## config.mk

```make
export PLATFORM = sky130hd
export DESIGN_NAME = serial_rx_controller
export DESIGN_NICKNAME = d
export VERILOG_FILES = /design/src/rtl/serial_rx_pkg.sv /design/src/rtl/one_pulser.sv /design/src/rtl/serial_rx_controller.sv
export SDC_FILE = /design/constraint.sdc
export NUM_CORES = 1
export LEC_CHECK = 0
export CORE_MARGIN = 5
export CORE_UTILIZATION = 30
export CTS_CLUSTER_SIZE = 12
export DETAILED_ROUTE_END_ITERATION = 10
export PLACE_DENSITY = 0.63
export SYNTH_ARGS = -nofsm -noshare
export SYNTH_HDL_FRONTEND = slang
export SYNTH_SLANG_ARGS = --single-unit
```

## constraint.sdc

```tcl
create_clock -name clock -period 4 [get_ports clock]
set_input_delay 0.8 -clock clock [delete_from_list [all_inputs] [get_ports clock]]
set_output_delay 0.8 -clock clock [all_outputs]
set_load 0.05 [all_outputs]
```

## src/rtl/serial_rx_pkg.sv

```systemverilog
// Shared constants and state encoding for the serial-receive controller.
package serial_rx_pkg;

  localparam int unsigned PORT_W_DEF = 2;
  localparam int unsigned LEN_W_DEF  = 4;
  localparam int unsigned STATE_W    = 3;

  // Frame phases; codes are exported on state_o for the board display.
  typedef enum logic [STATE_W-1:0] {
    ST_IDLE = 3'd0,
    ST_PORT = 3'd1,
    ST_LEN  = 3'd2,
    ST_DATA = 3'd3,
    ST_DONE = 3'd4
  } rx_state_e;

endpackage

```

## src/rtl/one_pulser.sv

```systemverilog
// Two-flop synchronizer plus rising-edge detector: one clock-wide pulse per press.
module one_pulser (
  input  logic clk,
  input  logic rst_n,
  input  logic pb_i,
  output logic pulse_o
);

  logic [1:0] sync_q;
  logic       prev_q;

  // Synchronize the raw level and keep one cycle of history for the edge detect.
  always_ff @(posedge clk or negedge rst_n) begin
    if (!rst_n) begin
      sync_q <= '0;
      prev_q <= 1'b0;
    end else begin
      sync_q <= {sync_q[0], pb_i};
      prev_q <= sync_q[1];
    end
  end

  assign pulse_o = sync_q[1] & ~prev_q;

endmodule

```

## src/rtl/serial_rx_controller.sv

```systemverilog
// Control FSM sequencing the serial-receive datapath: start bit, port field,
// length field, then data steps until the datapath down-counter reaches zero.
module serial_rx_controller
  import serial_rx_pkg::*;
#(
  parameter int unsigned PORT_W = PORT_W_DEF,
  parameter int unsigned LEN_W  = LEN_W_DEF
) (
  input  logic               clock,
  input  logic               reset,
  input  logic               clk_pb,
  input  logic               ser_in,
  input  logic               cnt_zero,
  output logic               step,
  output logic               ser_bit,
  output logic               shift_port_en,
  output logic               shift_len_en,
  output logic               cnt_dec_en,
  output logic               valid,
  output logic               busy,
  output logic [STATE_W-1:0] state_o
);

  localparam int unsigned FIELD_MAX = (PORT_W > LEN_W) ? PORT_W : LEN_W;
  localparam int unsigned BCNT_W    = $clog2(FIELD_MAX) + 1;
  localparam logic [BCNT_W-1:0] PORT_LAST = BCNT_W'(PORT_W - 1);
  localparam logic [BCNT_W-1:0] LEN_LAST  = BCNT_W'(LEN_W - 1);

  rx_state_e         state_q, state_d;
  logic [BCNT_W-1:0] bcnt_q, bcnt_d;
  logic [1:0]        ser_sync_q;

  // Step pulse from the push button.
  one_pulser u_step (
    .clk     (clock),
    .rst_n   (reset),
    .pb_i    (clk_pb),
    .pulse_o (step)
  );

  // Same two-flop depth as the step path so ser_bit lines up with step.
  always_ff @(posedge clock or negedge reset) begin
    if (!reset) begin
      ser_sync_q <= '0;
    end else begin
      ser_sync_q <= {ser_sync_q[0], ser_in};
    end
  end

  assign ser_bit = ser_sync_q[1];

  // State and field bit counter registers.
  always_ff @(posedge clock or negedge reset) begin
    if (!reset) begin
      state_q <= ST_IDLE;
      bcnt_q  <= '0;
    end else begin
      state_q <= state_d;
      bcnt_q  <= bcnt_d;
    end
  end

  // Next-state and Mealy enables; enables only fire in a step cycle.
  always_comb begin
    state_d       = state_q;
    bcnt_d        = bcnt_q;
    shift_port_en = 1'b0;
    shift_len_en  = 1'b0;
    cnt_dec_en    = 1'b0;
    valid         = 1'b0;
    unique case (state_q)
      ST_IDLE: begin
        if (step && !ser_bit) state_d = ST_PORT;
      end
      ST_PORT: begin
        if (step) begin
          shift_port_en = 1'b1;
          bcnt_d        = bcnt_q + BCNT_W'(1);
          if (bcnt_q == PORT_LAST) state_d = ST_LEN;
        end
      end
      ST_LEN: begin
        if (step) begin
          shift_len_en = 1'b1;
          bcnt_d       = bcnt_q + BCNT_W'(1);
          if (bcnt_q == LEN_LAST) state_d = ST_DATA;
        end
      end
      ST_DATA: begin
        valid = ~cnt_zero;
        if (cnt_zero)  state_d    = ST_DONE;
        else if (step) cnt_dec_en = 1'b1;
      end
      ST_DONE: begin
        state_d = ST_IDLE;
      end
      default: begin
        state_d = ST_IDLE;
      end
    endcase
    // Each phase counts its own field from zero.
    if (state_d != state_q) bcnt_d = '0;
  end

  assign busy    = (state_q != ST_IDLE);
  assign state_o = state_q;

endmodule

```

==> impl_metrics.env <==
export IMPL_outcome="completed"
export IMPL_max_clock_path_buffers=2
export IMPL_worst_setup_path_end_kind="output port"
export IMPL_htreeDepth=1
export IMPL_grt_pass1_wl_microns=1730
export IMPL_cts_setup_buffers=0
export IMPL_fmax_mhz=311
export IMPL_ys_warn_count=0
export IMPL_finalCritPeriodShare_pct=80.3
export IMPL_die_h_microns=53.6
export IMPL_clk_pin_slew_ns=0.06
export IMPL_layout_drive_gt1_share_pct=8.96
export IMPL_vias=430
export IMPL_drtIter0Drc=4
export IMPL_dp_cells=88
export IMPL_antenna_left=0
export IMPL_r2r_setup_slack_ns=2.26
export IMPL_drc=0
export IMPL_cp_arrival_ns=2.41
export IMPL_finalSetupViolCount=0
export IMPL_track_usage_pct=8.23
export IMPL_yosys_area_share_simple_pct=21.5
export IMPL_place_area_sq_um=717
export IMPL_timing_setup_tns_ns=0
export IMPL_grt_pass1_vias=397
export IMPL_area_growth_pct=30.5
export IMPL_cp_max_fo=5
export IMPL_synth_cell_type_count=26
export IMPL_pre_cts_ws_ns=0.784
export IMPL_cts_tree="done"
export IMPL_p_per_area_nw_per_um2=647
export IMPL_gp_congestion=0.764
export IMPL_synth_cells=53
export IMPL_setup_ws_ns=0.787
export IMPL_reg2reg_depth=4
export IMPL_final_common_cell="clkdlybuf4s50_1"
export IMPL_synthAdderAreaFrac_pct=6.59
export IMPL_wire_per_inst_microns=11.0
export IMPL_synth_compound_area_share_pct=15.2
export IMPL_hold_class="reg2reg"
export IMPL_die_x_microns=53.6
export IMPL_ys_seq_area_share_pct=48.4
export IMPL_syn_avg_cell_area_sq_um=10.7
export IMPL_firstDrtPassIters=2
export IMPL_io_buffers=14
export IMPL_syn_nets=61
export IMPL_synthesis_area_sq_um=569
export IMPL_core_area_sq_um=1760
export IMPL_worstSkewPairLatency_ns=0.25
export IMPL_reg2reg_to="bcnt_q[2]"
export IMPL_start_util_pct=32.3
export IMPL_holdBufCountCts=0
export IMPL_ff_latch_area_sq_um=275
export IMPL_crit_path_start_kind="input port"
export IMPL_antenna_found_initial=0
export IMPL_nFillCells=186
export IMPL_crit_type="in2out"
export IMPL_utilization_pct=42.1
export IMPL_multi_input_area_sq_um=255
export IMPL_io_pins=15
export IMPL_grt_max_degree=14
export IMPL_final_min_clock_period_ns=3.21
export IMPL_max_slew_margin_rel_pct=65.4
export IMPL_root_buffer="clkbuf_4"
export IMPL_hold_depth=0
export IMPL_layout_common_cells="clkdlybuf4s50_1 (14), dfrtp_1 (11), inv_1 (4), o31ai_1 (4)"
export IMPL_synth_top_family_by_area="simple AND/OR/NAND/NOR gates"
export IMPL_numCtsBuffers=3
export IMPL_synthXorXnorAreaFrac_pct=1.54
export IMPL_ir_drop_mv=0.249
export IMPL_fin_cells=92
export IMPL_nNetsFinal=76
export IMPL_min_from="u_step.sync_q[0]"
export IMPL_maxSlewViolCount=0
export IMPL_cap_violations=0
export IMPL_placementRows=15
export IMPL_finalInstanceArea_sq_um=743
export IMPL_leakage_nw=0.292
export IMPL_worst_pin_slew_ns=0.518
export IMPL_synthMuxAreaShare_pct=0
export IMPL_dp_hpwl_microns=801
export IMPL_design_die_area_sq_um=2870
export IMPL_hold_violations=0
export IMPL_min_to="u_step.sync_q[1]"
export IMPL_rsz0062_at_grt="no"
export IMPL_grt_overflow_total=0
export IMPL_drt_total_wl_microns=1020
export IMPL_via_per_inst=4.67
export IMPL_ctsResizeCount=0
export IMPL_rr_startpoint="bcnt_q[0]"
export IMPL_clock_sinks=11
export IMPL_clock_skew_ns=0.000310
export IMPL_antenna_cells=0
export IMPL_ys_ff_latch=11
export IMPL_cp_required_ns=3.20
## kinds of logic (layout without fill, tap and decap cells)
| family | Yosys count | in the layout |
|---|---|---|
| XOR/XNOR | 1 | 1 |
| AO/OA/AOI/OAI | 12 | 12 |
| flip-flops | 11 | 11 |
| adder cells (fa/ha/maj) | 3 | 3 |
| buffers and inverters | 8 | 22 |
| AND/OR/NAND/NOR | 18 | 18 |
## registers in the layout (all words and copies together), names as in the netlist
name / cells
ser_sync_q: 2
u_step.sync_q: 2
bcnt_q: 3
u_step.prev_q: 1
state_o: 3
## layer usage
layer  up-vias  global-route usage (%)  routed length, microns
met5         -                       0                       0
met4         0                    5.11                       0
met3         0                   0.831                      49
met2        11                    10.8                     424
met1       198                    12.6                     540
li1        221                       -                       -
## final cells by class
class	count	area share, %
Clock buffer	4	3.54
Tap cell	25	4.21
Timing Repair Buffer	14	18.9
Sequential cell	11	37.0
Inverter	4	2.02
Multi-Input combinational cell	34	34.3
## through the flow
step	hold slack (ns)	total power, mW
2_1_floorplan	0.331	0.355
3_3_place_gp	0.334	0.417
3_5_place_dp	0.341	0.417
4_1_cts	0.356	0.489
5_1_grt	0.367	0.517
6_report	0.351	0.481
## power breakdown
group | internal, mW | switching, mW | total [mW]
Combinational | 0.0929 | 0.148 | 0.241
Sequential | 0.134 | 0.0370 | 0.171
Clock | 0.0383 | 0.0302 | 0.0685
## critical path, cell delays in order
cell and delay, ns:
clkdlybuf4s50_1 0.48, nor4_1 0.29, clkdlybuf4s50_1 0.85
## synthesized netlist by cell type, drive strengths merged
master   number  share of area, %
dfrtp        11                48
inv           4               2.6
o31ai         4               5.3
a211oi        3               4.0
ha            3               6.6
or4           3               4.0
a21oi         2               1.8
buf           2               2.9
clkbuf        2               1.3
nor2          2               1.3
nor2b         2               2.2
nor3          2               1.8
or3           2               2.4
a31oi         1               1.1
nand2         1              0.66
nand2b        1               1.1
nand4bb       1               2.0
nor3b         1               1.3
nor4          1               1.1
o211ai        1               1.3
o21ba         1               1.8
or2b          1               1.3
or4b          1               2.4
xnor2         1               1.5
## how the worst max path moves through the flow
stage	endpoint	start	slack [ns]
after floorplan	cnt_dec_en	state_o[2]	0.62
after global routing	cnt_dec_en	cnt_zero	0.68
final	cnt_dec_en	cnt_zero	0.79
after global placement	cnt_dec_en	cnt_zero	0.80
after detailed placement	cnt_dec_en	cnt_zero	0.78
after CTS	cnt_dec_en	cnt_zero	0.78
Power figures use the tool's default switching activity.
